[src/rtl/dispatch_queue.sv]
// In-order dispatch buffer between decoder and back end: holds decoded ops,
// routes the head to the RS or LSB, and snoops both result buses for operands.
module dispatch_queue #(
  parameter int DEPTH     = 4,
  parameter int ROB_IDX_W = 4,
  parameter int OPENUM_W  = 6
) (
  input  logic                 clk_in,
  input  logic                 rst_in,
  input  logic                 rdy_in,
  input  logic                 flush_in,
  input  logic                 in_valid,
  output logic                 in_ready,
  input  logic                 in_is_mem,
  input  logic [OPENUM_W-1:0]  in_op,
  input  logic [31:0]          in_rs1_val,
  input  logic [31:0]          in_rs2_val,
  input  logic [ROB_IDX_W-1:0] in_rs1_dep,
  input  logic [ROB_IDX_W-1:0] in_rs2_dep,
  input  logic [4:0]           in_rd,
  input  logic [31:0]          in_imm,
  input  logic [31:0]          in_pc,
  input  logic [ROB_IDX_W-1:0] in_rob_idx,
  input  logic                 alu_result_ready,
  input  logic [ROB_IDX_W-1:0] alu_result_rob_index,
  input  logic [31:0]          alu_result_val,
  input  logic                 lsb_result_ready,
  input  logic [ROB_IDX_W-1:0] lsb_result_rob_index,
  input  logic [31:0]          lsb_result_val,
  input  logic                 rs_full,
  input  logic                 lsb_full,
  output logic                 rs_issue_valid,
  output logic                 lsb_issue_valid,
  output logic [OPENUM_W-1:0]  out_op,
  output logic [31:0]          out_rs1_val,
  output logic [ROB_IDX_W-1:0] out_rs1_dep,
  output logic [31:0]          out_rs2_val,
  output logic [ROB_IDX_W-1:0] out_rs2_dep,
  output logic [4:0]           out_rd,
  output logic [31:0]          out_imm,
  output logic [31:0]          out_pc,
  output logic [ROB_IDX_W-1:0] out_rob_idx
);

  localparam int PTR_W = $clog2(DEPTH);
  localparam int CNT_W = PTR_W + 1;
  localparam logic [CNT_W-1:0] FULL_CNT = CNT_W'(DEPTH);

  typedef struct packed {
    logic [31:0]          val;
    logic [ROB_IDX_W-1:0] dep;
  } operand_t;

  // Resolve a pending operand from the result buses; the ALU bus wins a tie.
  function automatic operand_t wake(input operand_t opnd);
    wake = opnd;
    if (opnd.dep != '0) begin
      if (alu_result_ready && alu_result_rob_index == opnd.dep) begin
        wake.val = alu_result_val;
        wake.dep = '0;
      end else if (lsb_result_ready && lsb_result_rob_index == opnd.dep) begin
        wake.val = lsb_result_val;
        wake.dep = '0;
      end
    end
  endfunction

  logic                 mem_is_mem [DEPTH];
  logic [OPENUM_W-1:0]  mem_op     [DEPTH];
  operand_t             mem_rs1    [DEPTH];
  operand_t             mem_rs2    [DEPTH];
  logic [4:0]           mem_rd     [DEPTH];
  logic [31:0]          mem_imm    [DEPTH];
  logic [31:0]          mem_pc     [DEPTH];
  logic [ROB_IDX_W-1:0] mem_rob    [DEPTH];

  logic [PTR_W-1:0] head;
  logic [PTR_W-1:0] tail;
  logic [CNT_W-1:0] count;

  logic     not_empty;
  logic     head_is_mem;
  logic     push;
  logic     pop;
  operand_t head_rs1;
  operand_t head_rs2;

  always_comb begin
    not_empty       = (count != '0);
    head_is_mem     = mem_is_mem[head];
    in_ready        = !rst_in && !flush_in && (count < FULL_CNT);
    push            = in_valid && in_ready && rdy_in;
    pop             = not_empty && rdy_in && !flush_in && !rst_in &&
                      (head_is_mem ? !lsb_full : !rs_full);
    rs_issue_valid  = pop && !head_is_mem;
    lsb_issue_valid = pop && head_is_mem;
    head_rs1        = wake(mem_rs1[head]);
    head_rs2        = wake(mem_rs2[head]);
  end

  // Payload is forced to zero when empty so stale slots never leak out.
  always_comb begin
    out_op      = '0;
    out_rs1_val = '0;
    out_rs1_dep = '0;
    out_rs2_val = '0;
    out_rs2_dep = '0;
    out_rd      = '0;
    out_imm     = '0;
    out_pc      = '0;
    out_rob_idx = '0;
    if (not_empty) begin
      out_op      = mem_op[head];
      out_rs1_val = head_rs1.val;
      out_rs1_dep = head_rs1.dep;
      out_rs2_val = head_rs2.val;
      out_rs2_dep = head_rs2.dep;
      out_rd      = mem_rd[head];
      out_imm     = mem_imm[head];
      out_pc      = mem_pc[head];
      out_rob_idx = mem_rob[head];
    end
  end

  // Free slots are snooped too; harmless, and keeps the update loop uniform.
  always_ff @(posedge clk_in) begin
    if (rst_in || flush_in) begin
      head  <= '0;
      tail  <= '0;
      count <= '0;
    end else if (rdy_in) begin
      for (int i = 0; i < DEPTH; i++) begin
        mem_rs1[i] <= wake(mem_rs1[i]);
        mem_rs2[i] <= wake(mem_rs2[i]);
      end
      if (push) begin
        mem_is_mem[tail] <= in_is_mem;
        mem_op[tail]     <= in_op;
        mem_rs1[tail]    <= wake({in_rs1_val, in_rs1_dep});
        mem_rs2[tail]    <= wake({in_rs2_val, in_rs2_dep});
        mem_rd[tail]     <= in_rd;
        mem_imm[tail]    <= in_imm;
        mem_pc[tail]     <= in_pc;
        mem_rob[tail]    <= in_rob_idx;
        tail             <= tail + PTR_W'(1);
      end
      if (pop) begin
        head <= head + PTR_W'(1);
      end
      if (push && !pop) begin
        count <= count + CNT_W'(1);
      end else if (!push && pop) begin
        count <= count - CNT_W'(1);
      end
    end
  end

endmodule

[config.mk]
export PLATFORM = sky130hd
export DESIGN_NAME = dispatch_queue
export DESIGN_NICKNAME = d
export VERILOG_FILES = /design/src/rtl/dispatch_queue.sv
export SDC_FILE = /design/constraint.sdc
export NUM_CORES = 1
export LEC_CHECK = 0
export CELL_PAD_IN_SITES_DETAIL_PLACEMENT = 2
export CELL_PAD_IN_SITES_GLOBAL_PLACEMENT = 2
export CORE_MARGIN = 8
export CORE_UTILIZATION = 35
export CTS_CLUSTER_SIZE = 10
export DETAILED_ROUTE_END_ITERATION = 8
export GPL_TIMING_DRIVEN = 0
export PLACE_DENSITY = 0.82
export REMOVE_ABC_BUFFERS = 1
export SLEW_MARGIN = 20
export SYNTH_ARGS = -nofsm -noshare
export SYNTH_HDL_FRONTEND = slang
export SYNTH_SLANG_ARGS = --single-unit
[constraint.sdc]
create_clock -name clk_in -period 6.55 [get_ports clk_in]
set_clock_uncertainty 0.15 [all_clocks]
set_input_delay 1.6375 -clock clk_in [delete_from_list [all_inputs] [get_ports clk_in]]
set_output_delay 1.6375 -clock clk_in [all_outputs]
set_load 0.02 [all_outputs]
== Word level (Yosys, flattened, before mapping) ==
Memories as Yosys holds them, arrays and structs flattened. A register that Yosys moved wholly into a read port is not among the register bits.
Index checks and enable logic that the tools add are counted.

* Reductions and logical operators: 61
* Eq/ne operators: 24
* Add/sub/neg operators: 4
* Bitwise gates (word level): 0
* Multiply operators: 0
* Magnitude comparators: 1
* Shifts and indexed selects: 0
* Divide/modulo/power cells: 0
* Mux-type cells: 93

{| class="wikitable"
|+ Operator list
! cell !! count
|-
| $mux 36 || 58
|-
| $mux 32 || 4
|-
| $eq 4x4->1 || 24
|-
| $reduce_bool 4->1 || 12
|-
| $logic_and 1x1->1 || 36
|-
| $mux 2 || 16
|-
| $mux 4 || 3
|-
| $mux 1 || 8
|-
| $logic_not 1->1 || 7
|-
| $mux 3 || 2
|-
| $mux 6 || 1
|-
| $reduce_and 2->1 || 3
|-
| $mux 5 || 1
|-
| $add 2x1->2 const B || 2
|-
| $add 3x1->3 const B || 1
|-
| $lt 3x3->1 const B || 1
|-
| $reduce_bool 3->1 || 1
|-
| $sub 3x1->3 const B || 1
|-
| $reduce_bool 2->1 || 1
|-
| $logic_or 1x1->1 || 1
|}

* Latch bits: 0
* Bits in writable memories: 608
* Memories kept: 8
* Memory bits (read-only): 0
* Input port bits: 233
* Output and inout port bits: 154
* Word-level logic and storage cells: 194
* Flip-flop bits (word level): 7

{| class="wikitable"
|+ Memory list
! memory !! words !! bits a word !! rd ports !! clocked after memory_dff !! write ports !! line !! text
|-
| mem_rs1 || 4 || 36 || 5 || 1 || 5 || 70 || <nowiki>operand_t mem_rs1 [DEPTH];</nowiki>
|-
| mem_rs2 || 4 || 36 || 5 || 1 || 5 || 71 || <nowiki>operand_t mem_rs2 [DEPTH];</nowiki>
|-
| mem_imm || 4 || 32 || 1 || 1 || 1 || 73 || <nowiki>logic [31:0] mem_imm [DEPTH];</nowiki>
|-
| mem_pc || 4 || 32 || 1 || 1 || 1 || 74 || <nowiki>logic [31:0] mem_pc [DEPTH];</nowiki>
|-
| mem_op || 4 || 6 || 1 || 1 || 1 || 69 || <nowiki>logic [OPENUM_W-1:0] mem_op [DEPTH];</nowiki>
|-
| mem_rd || 4 || 5 || 1 || 1 || 1 || 72 || <nowiki>logic [4:0] mem_rd [DEPTH];</nowiki>
|-
| 2 more memories || -- || -- || -- || -- || -- || -- ||
|}

== Logic depth before layout (Yosys ltp) ==
Gate-level depths: netlist of the first run.

* Depth in word-level cells: 9
* Gate-level depth with buffers: 13

== Least setup slack after synthesis of the first run ==
Ideal clock, no wire load.

* Path kind: in2out
* Start point: input alu_result_rob_index[2]
* End point: output out_rs1_val[30]
* Path slack: 1.177 ns
* Arrival: 3.585 ns
* Stages: 8
* Path buffers: 2
* Cell sequence: clkbuf_1 > or3b_2 > mux2i_1 > o2111ai_4 > buf_6 > a21oi_2 > nor2_1 > a2111oi_2

* Longest elaborated chain between the ends: 5

{| class="wikitable"
|+ Ends and longest elaborated chain
! what !! line !! text
|-
| from (decl) || 25 || <nowiki>input logic [ROB_IDX_W-1:0] alu_result_rob_index,</nowiki>
|-
| $eq 4x4->1 || 58 || <nowiki>if (alu_result_ready && alu_result_rob_index == opnd.dep) begin</nowiki>
|-
| $logic_and 1x1->1 || 58 ||
|-
| $mux 36 || 58 ||
|-
| $mux 36 || 57 || <nowiki>if (opnd.dep != '0) begin</nowiki>
|-
| $mux 32 || 112 || <nowiki>if (not_empty) begin</nowiki>
|-
| to (decl) || 35 || <nowiki>output logic [31:0] out_rs1_val,</nowiki>
|}

No other way between the ends.

== Worst setup path after layout of the first run ==
Same ends and word-level chain as after synthesis.

==> impl_metrics.tcl, run 1 <==
set metrics [dict create \
    stdcell_area_um2 42820 \
    grt_max_degree 67 \
    worstReg2RegStart "count[2]" \
    io_buffers 386 \
    setup_viol 0 \
    whs_path_depth 2 \
    tritoncts "done" \
    r2r-end "mem_imm[2][14]" \
    grt_util_all_layers 0.2708 \
    dp_hpwl_um 102700 \
    cp_max_fo 32 \
    initialDrtViolationCount 2370 \
    synthFlopType "edfxtp_1" \
    drc 0 \
    clockBufferDepth 3 \
    h-tree-depth 3 \
    syn_to_final_growth_pct 25.67 \
    synth_area_leader_cell "edfxtp_1" \
    yosys_warnings 0 \
    endpoint_kind "output port" \
    max_freq_mhz 154.0 \
    critPathLaunchType "primary input" \
    worst-r2r-cell-count 5 \
    synth_top_area_frac 0.5358 \
    gr-total-overflow 0 \
    yosys.cell_types.count 56 \
    clkLatencyLatePin_ns 0.67 \
    path_cells "buf_2, or3b_2, mux2i_1, o2111ai_4, buf_16, and2_4, a2111oi_2, clkdlybuf4s50_1" \
    antenna_found_initial 20 \
    first_global_vias 29550 \
    clock_sinks 617 \
    cpPeakStageDelay_ns 0.70 \
    routabilityCongestion 0.8040 \
    hp-start "head[1]" \
    io_pins 387 \
    relSlewSlack 0.3764 \
    cts_root_buf "clkbuf_16" \
    vias 27030 \
    fin_crit_ns 6.494 \
    hp-class "register to register" \
    ys_seq_area_frac 0.5411 \
    crit_slowest_cell "clkdlybuf4s50_1" \
    placed_cell_area_um2 40420 \
    slew_violations 0 \
    wl_um 150600 \
    synthArstFlopShare 0 \
    fp.coreArea_um2 96570 \
    run_status "completed" \
    path_class "primary input to output port" \
    timing.hold.ws_ns 0.3642 \
    hold_violations 0 \
    netlist_area_um2 34070 \
    dieArea_um2 107600 \
    cp_top_family "buffers and inverters" \
    avgRoutedWirePerCell_um 34.53 \
    post_drt_via_cell_ratio 6.200 \
    cp_num_buf_inv 3 \
    rows 114 \
    required_ns 4.76 \
    cts.reportedPaths.clkPinSlew_ns 0.05 \
    fin_crit_sh 0.9914 \
    rrSetupSlack_ns 3.39 \
    syn_avg_cell_area_um2 12.54 \
    die_h_um 328.0 \
    postRouteAntennaNets 0 \
    power_density_nw_per_um2 214.9 \
    synth_edf_count 608 \
    final_nets 3271 \
    leakagePower_nw 14.17 \
    synthTopCellsByArea "edfxtp_1, mux4_2, mux2_2, o21ai_0, nand2_1" \
    cp.depth 8 \
    cap_viol_max_count 0 \
    die_width_um 328.0 \
    vdd_drop_max_v 0.0002185 \
    dr.pass1.iters 6 \
    drive_gt1_frac 0.2306 \
    netlist_instances 2718 \
    cts_buffers 75 \
    cts_hold_buf 0 \
    initial_utilization 0.3529 \
    synth-seq-cells 617 \
    worst_pin_slew_ns 0.9353 \
    arrival_ns 4.71 \
    final_core_util 0.4434 \
    grt_pass1_wl_um 215000 \
]
-- state kept, by name (all words and copies together), names as in the netlist, named ones only --
register / cells
mem_pc: 128
mem_rs2: 144
mem_rob: 16
head: 2
mem_rs1: 144
mem_imm: 128
count: 3
mem_op: 24
tail: 2
mem_is_mem: 4
mem_rd: 20
-- Yosys cell counts, types with 3 or more instances --
cell	instances
o21ai_0	261
ha_1	5
nor3_1	70
or2_2	3
nor2_1	67
a41o_1	4
nand3_1	5
dfxtp_1	9
a31oi_1	64
or3_1	34
xor2_1	48
buf_1	12
xnor2_1	41
nor4_1	6
o211ai_1	35
o221ai_1	4
mux4_2	149
nand3b_1	4
nand2b_1	32
edfxtp_1	608
o311ai_1	28
nor4_2	10
mux2i_1	46
and3_1	18
xnor2_2	3
buf_2	62
o311ai_0	4
mux2_2	260
nor2b_1	4
mux4_1	3
o22ai_1	64
o32a_1	8
buf_6	7
clkbuf_1	201
inv_1	45
buf_4	6
a21oi_1	98
nand2_1	290
and2_1	80
-- report_power, final --
part | total [mW] | internal [mW] | switching (mW)
logic | 0.944 | 0.385 | 0.559
clock network | 3.88 | 2.13 | 1.75
registers | 4.38 | 4.37 | 0.00939
total | 9.20 | 6.88 | 2.32
-- per-stage QoR --
step	setup WS (ns)	setup TNS, ns	power (mW)	cells
floorplan	-10.47	-946.26	4.855	2429
global placement	-31.45	-7099.00	5.271	4091
detailed placement	-1.336	-50.56	5.378	4219
CTS	0.007203	0	9.238	4341
global route	-0.01960	-0.01960	9.419	4358
finish	0.05648	0	9.202	4360
-- cells by family (layout without fill, tap and decap cells) --
kind of cell | Yosys count | in the layout | synth area share
fa+ha+maj | 6 | 6 | 0.002424
mux | 458 | 458 | 0.2002
flops | 617 | 617 | 0.5411
compound gates | 578 | 578 | 0.09951
buf+inv | 334 | 682 | 0.04160
simple gates | 633 | 633 | 0.09081
xor+xnor | 92 | 92 | 0.02431
other cells | 0 | 18 | 0
-- worst max-delay path by stage --
stage	from	endpoint	slack, ns
finish	alu_result_rob_index[2]	out_rs1_val[30]	0.06
global route	alu_result_rob_index[2]	out_rs1_val[30]	-0.02
CTS	register	out_rs1_val[1]	0.007
detailed placement	alu_result_rob_index[2]	out_rs1_val[1]	-1.34
global placement	register	out_rs2_val[1]	-31.45
floorplan	register	out_rs2_val[0]	-10.47
-- layout by cell type (no fill, tap or decap), types with 6 or more instances in the layout --
cell | synthesis | routed
or3_1 | 34 | 32
clkbuf_1 | 201 | 16
nand2b_1 | 32 | 32
clkdlybuf4s50_1 | 0 | 371
buf_6 | 7 | 35
buf_4 | 6 | 33
inv_1 | 45 | 40
o21ai_0 | 261 | 261
xnor2_1 | 41 | 41
buf_12 | 0 | 13
nand2_1 | 290 | 276
buf_16 | 0 | 29
clkbuf_16 | 0 | 76
o311ai_1 | 28 | 28
o211ai_1 | 35 | 35
clkinv_1 | 0 | 12
and3_1 | 18 | 18
mux4_2 | 149 | 149
nor3_1 | 70 | 69
mux2_2 | 260 | 260
a21oi_1 | 98 | 92
mux2i_1 | 46 | 46
edfxtp_1 | 608 | 608
dfxtp_1 | 9 | 7
buf_8 | 1 | 6
diode_2 | 0 | 18
o32a_1 | 8 | 8
xor2_1 | 48 | 48
nor4_4 | 2 | 12
a31oi_1 | 64 | 64
nand2_4 | 0 | 14
buf_2 | 62 | 26
o22ai_1 | 64 | 64
nor2_1 | 67 | 66
and2_1 | 80 | 79
-- tightest hold or removal path: stages (launching register included) --
cell and delay [ns]:
dfxtp_1 0.32, xnor2_1 0.11, nor2_1 0.05
-- timing repair --
item,CTS,global route
pin swaps,4,2
cloned,2,0
gates resized for setup,52,5
buffers inserted,9,1
endpoints found under the hold margin,0,0
setup endpoints to repair,72,8
-- layer usage --
| metal | routed length, um | up-vias | global-route usage |
|---|---|---|---|
| li1 | - | 11000 | - |
| met1 | 58960 | 14270 | 0.3408 |
| met2 | 74360 | 1364 | 0.4559 |
| met3 | 10340 | 396 | 0.03866 |
| met4 | 6891 | 4 | 0.1326 |
| met5 | 23 | - | 0 |
-- layout make-up --
class	count	area [um2]
repair buffers	526	5816
inverters	45	192.7
fillers	9350	53740
clock buffers	92	1962
diodes	18	45.04
flip-flops and latches	617	18450
well taps	1276	1597
multi-input cells	1767	14560
clock inverters	19	200.2
Power figures use the tool's default switching activity.
==> inputs of run 2 (changes only) <==
Settings changed: CTS_CLUSTER_DIAMETER from default to 50, HOLD_SLACK_MARGIN from default to 0.02.
==> impl_metrics.tcl, run 2 (same netlist as run 1, synthesis figures left out) <==
set metrics [dict create \
    dieArea_um2 107600 \
    rows 114 \
    first_global_vias 29900 \
    gr-total-overflow 0 \
    pre_cts_slack_ns -1.336 \
    run_status "completed" \
    cts_root_buf "clkbuf_16" \
    tritoncts "done" \
    antenna_found_initial 23 \
    drc 0 \
    vias 27210 \
    arrival_ns 4.74 \
    final_common_cell "edfxtp_1" \
    die_width_um 328.0 \
    syn_to_final_growth_pct 28.15 \
    hp-class "register to register" \
    cp_max_fo 12 \
    wl_um 154000 \
    dr.pass1.iters 6 \
    h-tree-depth 3 \
    initialDrtViolationCount 2629 \
    final_nets 3288 \
    clkLatencyLatePin_ns 0.66 \
    rrSetupSlack_ns 3.33 \
    slew_violations 0 \
    rsz0062_at_grt "no" \
    stdcell_count 4404 \
    dp_hpwl_um 102700 \
    fin_crit_sh 0.9966 \
    clockBufferDepth 3 \
    setup_tns_ns 0 \
    vdd_drop_max_v 0.0001957 \
    initial_utilization 0.3529 \
    post_drt_via_cell_ratio 6.177 \
    timing.hold.ws_ns 0.3598 \
    fin_ws_ns 0.02253 \
    setup_viol 0 \
    postRouteAntennaNets 0 \
    fp.coreArea_um2 96570 \
    final_cell_mix "edfxtp_1, clkdlybuf4s50_1, nand2_1" \
    reg_top3 "mem_rs1 (144), mem_rs2 (144)" \
    io_buffers 386 \
    leakagePower_nw 14.55 \
    die_h_um 328.0 \
    power_density_nw_per_um2 232.7 \
    fin_crit_ns 6.527 \
    endpoint_kind "output port" \
    routabilityCongestion 0.8040 \
    relSlewSlack 0.3689 \
    clock_sinks 617 \
    required_ns 4.76 \
    worst_pin_slew_ns 0.9396 \
    drive_gt1_frac 0.2477 \
    dp.cells 4219 \
    cts.reportedPaths.clkPinSlew_ns 0.05 \
    stdcell_area_um2 43660 \
    grt_max_degree 67 \
    final_core_util 0.4522 \
    cap_viol_max_count 0 \
    cts_buffers 89 \
    grt_pass1_wl_um 218600 \
    cts_hold_buf 0 \
    hold_violations 0 \
    max_freq_mhz 153.2 \
    path_class "primary input to output port" \
    critPathLaunchType "primary input" \
    io_pins 387 \
    total_power_mw 10.16 \
    placed_cell_area_um2 40420 \
    avgRoutedWirePerCell_um 34.98 \
    grt_util_all_layers 0.2756 \
]
[run 2: changes by cell type in the layout (fill, tap and decap cells not counted), sizes merged, moves of 2 or more]
cell      delta
clkinv      +15
clkbuf       +5
inv          +2
diode        +5
bufinv       +9
clkinvlp     +6
[run 2: final timing paths]
check | start | to | depth (start not counted)
worst max register to register | mem_rs2[3][2] | mem_rs2[3][8] | 7
worst min-delay path | head[1] | register | 2
worst min register to register | head[1] | register | 2
worst max-delay path | alu_result_rob_index[1] | out_rs2_val[8] | 9
[run 2: per-layer routing]
metal	vias to the layer above	GRT usage	part of all wire
li1	11070	-	-
met2	1396	0.4662	0.49
met4	4	0.1349	0.050
met3	410	0.04209	0.071
met1	14330	0.3433	0.38
met5	-	0	0.00018
[run 2: what timing repair did]
item                                    4_1_cts  5_1_grt
buffers inserted                              7        4
gates resized for setup                      65        9
pin swaps                                     4        3
gates cloned                                  3        1
endpoints found under the setup margin       72       27
[run 2: worst max-delay path, cell delays in order]
cell and delay, ns:
clkdlybuf4s18_2 0.45, xnor2_1 0.28, nand2_1 0.33, nor3_2 0.37
nor2_4 0.19, buf_16 0.21, buf_16 0.17, a21oi_1 0.37
clkdlybuf4s50_1 0.69
[run 2: report_power, final]
| part | switching [mW] | internal [mW] |
|---|---|---|
| clock network | 1.93 | 2.89 |
| logic | 0.572 | 0.386 |
| registers | 0.00942 | 4.37 |
| total | 2.51 | 7.65 |
[run 2: area by class of cell]
cell class | instances | area (um2)
fillers | 9301 | 52900
clock buffers | 96 | 2296
well taps | 1276 | 1597
flip-flops and latches | 617 | 18450
multi-input cells | 1769 | 14660
clock inverters | 51 | 605.6
diodes | 23 | 57.56
inverters | 45 | 192.7
repair buffers | 527 | 5814
==> inputs of run 3 (changes only) <==
--- a/config.mk
+++ b/config.mk
@@ -15,4 +15,5 @@
 export GPL_TIMING_DRIVEN = 0
 export HOLD_SLACK_MARGIN = 0.02
+export MAX_ROUTING_LAYER = met4
 export PLACE_DENSITY = 0.82
 export REMOVE_ABC_BUFFERS = 1
--- a/constraint.sdc
+++ b/constraint.sdc
@@ -3,3 +3,3 @@
 set_input_delay 1.6375 -clock clk_in [delete_from_list [all_inputs] [get_ports clk_in]]
 set_output_delay 1.6375 -clock clk_in [all_outputs]
-set_load 0.02 [all_outputs]
+set_load 0.05 [all_outputs]
==> impl_metrics.tcl, run 3 (same netlist as run 1, synthesis figures left out) <==
set metrics [dict create \
    worst-r2r-cell-count 5 \
    drive_gt1_frac 0.2509 \
    avgRoutedWirePerCell_um 34.94 \
    timing.hold.ws_ns 0.3584 \
    path_cells "clkdlybuf4s15_2, or3b_2, mux2i_1, o2111ai_4, buf_16, buf_16, nor2_1, a21oi_1, a21oi_1, clkdlybuf4s15_2" \
    syn_to_final_growth_pct 27.71 \
    run_status "completed" \
    gr-total-overflow 0 \
    cpPeakStageDelay_ns 0.57 \
    use_met2 0.4672 \
    hold_violations 0 \
    hp-class "register to register" \
    antenna_found_initial 23 \
    hp-start "head[1]" \
    cp_max_fo 21 \
    fin_crit_sh 0.9969 \
    whs_path_depth 2 \
    first_global_vias 29870 \
    clock_sinks 617 \
    met3_usage 0.04130 \
    dr.pass1.iters 5 \
    cp_num_buf_inv 4 \
    fp.coreArea_um2 96570 \
    die_h_um 328.0 \
    max_freq_mhz 153.2 \
    h-tree-depth 3 \
    postRouteAntennaNets 0 \
    crit_slowest_cell "or3b_2" \
    slew_violations 0 \
    cts_buffers 89 \
    rrSetupSlack_ns 3.35 \
    cts_root_buf "clkbuf_16" \
    worst_pin_slew_ns 0.9611 \
    critPathLaunchType "primary input" \
    grt_max_degree 67 \
    final_common_cell "edfxtp_1" \
    arrival_ns 4.74 \
    dp.cells 4219 \
    routabilityCongestion 0.8157 \
    worstReg2RegStart "count[2]" \
    vdd_drop_max_v 0.0001939 \
    endpoint_kind "output port" \
    drc 0 \
    use_met1 0.3438 \
    initial_utilization 0.3529 \
    io_pins 387 \
    clockBufferDepth 3 \
    io_buffers 386 \
    grt_util_all_layers 0.2834 \
    relSlewSlack 0.3558 \
    reg_top3 "mem_rs1 (144), mem_rs2 (144)" \
    stdcell_count 4400 \
    final_nets 3284 \
    path_class "primary input to output port" \
    tritoncts "done" \
    wl_um 153700 \
    grt.busiest_layer "met2" \
    rows 114 \
    grt_pass1_wl_um 218300 \
    r2r-end "mem_pc[2][17]" \
    cap_viol_max_count 0 \
    initialDrtViolationCount 2875 \
    die_width_um 328.0 \
    required_ns 4.76 \
    clkLatencyLatePin_ns 0.66 \
    final_core_util 0.4506 \
    final_cell_mix "edfxtp_1, clkdlybuf4s50_1, nand2_1" \
    setup_viol 0 \
    cts.reportedPaths.clkPinSlew_ns 0.05 \
    vias 27150 \
    leakagePower_nw 14.71 \
    post_drt_via_cell_ratio 6.170 \
    power_density_nw_per_um2 234.1 \
    cp_top_family "buffers and inverters" \
    fin_crit_ns 6.530 \
    rsz0062_at_grt "no" \
    dp_hpwl_um 102700 \
    dieArea_um2 107600 \
]
## run 3: changes by cell type in the layout (fill, tap and decap cells not counted), moves of 2 or more
cell             before  now
clkdlybuf4s15_2       5   25
buf_2                27   25
a21oi_1              83   94
clkbuf_2              1    6
a21oi_2              12    5
a21oi_4               4    0
dlygate4sd2_1         3   37
clkdlybuf4s50_1     370  312
## run 3: layout make-up
type                            count  area, um2
Antenna cell                       23      57.56
Clock buffer                       96       2296
Clock inverter                     51      605.6
Fill cell                        9328      53050
Inverter                           45      192.7
Multi-Input combinational cell   1768      14570
Sequential cell                   617      18450
Tap cell                         1276       1597
Timing Repair Buffer              524       5754
## run 3: power breakdown
part | total (mW) | switching [mW] | internal, mW
sequential | 4.38 | 0.00952 | 4.37
clock | 4.83 | 1.93 | 2.89
combinational | 0.984 | 0.601 | 0.383
total | 10.2 | 2.54 | 7.65
## run 3: per-stage QoR
stage | setup TNS [ns] | total power, mW | setup WS, ns | area (um2)
after floorplan | -993.73 | 4.886 | -10.94 | 32830
after global placement | -7129.29 | 5.302 | -31.65 | 38290
after detailed placement | -64.68 | 5.408 | -1.535 | 40420
after CTS | 0 | 10.23 | 0.01298 | 43450
after global routing | 0 | 10.41 | 0.003216 | 43520
final | 0 | 10.19 | 0.02046 | 43520
## run 3: worst max path at each step
| stage | start | endpoint | slack (ns) | depth (start not counted) |
|---|---|---|---|---|
| after floorplan | register | out_rs2_val[0] | -10.94 | 4 |
| after CTS | lsb_result_rob_index[2] | out_rs2_val[13] | 0.01 | 11 |
| after global routing | lsb_result_rob_index[1] | out_rs1_val[3] | 0.003 | 10 |
| after detailed placement | alu_result_rob_index[2] | out_rs1_val[1] | -1.53 | 8 |
| final | lsb_result_rob_index[1] | out_rs1_val[3] | 0.02 | 10 |
| after global placement | register | out_rs2_val[1] | -31.65 | 5 |
## run 3: metal layers
layer,vias up,wire (um)
met4,0,7192
met2,1368,76700
met3,394,10510
li1,11060,-
met5,-,0
met1,14330,59330
## run 3: worst register-to-register path, cell delays in order, from the launching register on
cell	delay, ns
dfxtp_1	0.36
and3b_1	0.62
nand2_4	0.52
buf_16	0.38
inv_6	0.45
buf_16	0.35
## run 3: repair_timing
| item | 4_1_cts | 5_1_grt |
|---|---|---|
| resized for setup | 152 | 14 |
| hold buffers | 0 | 0 |
| setup endpoints to repair | 72 | 15 |
| cloned | 3 | 0 |
| pin swaps | 3 | 1 |
| buffers inserted | 6 | 2 |
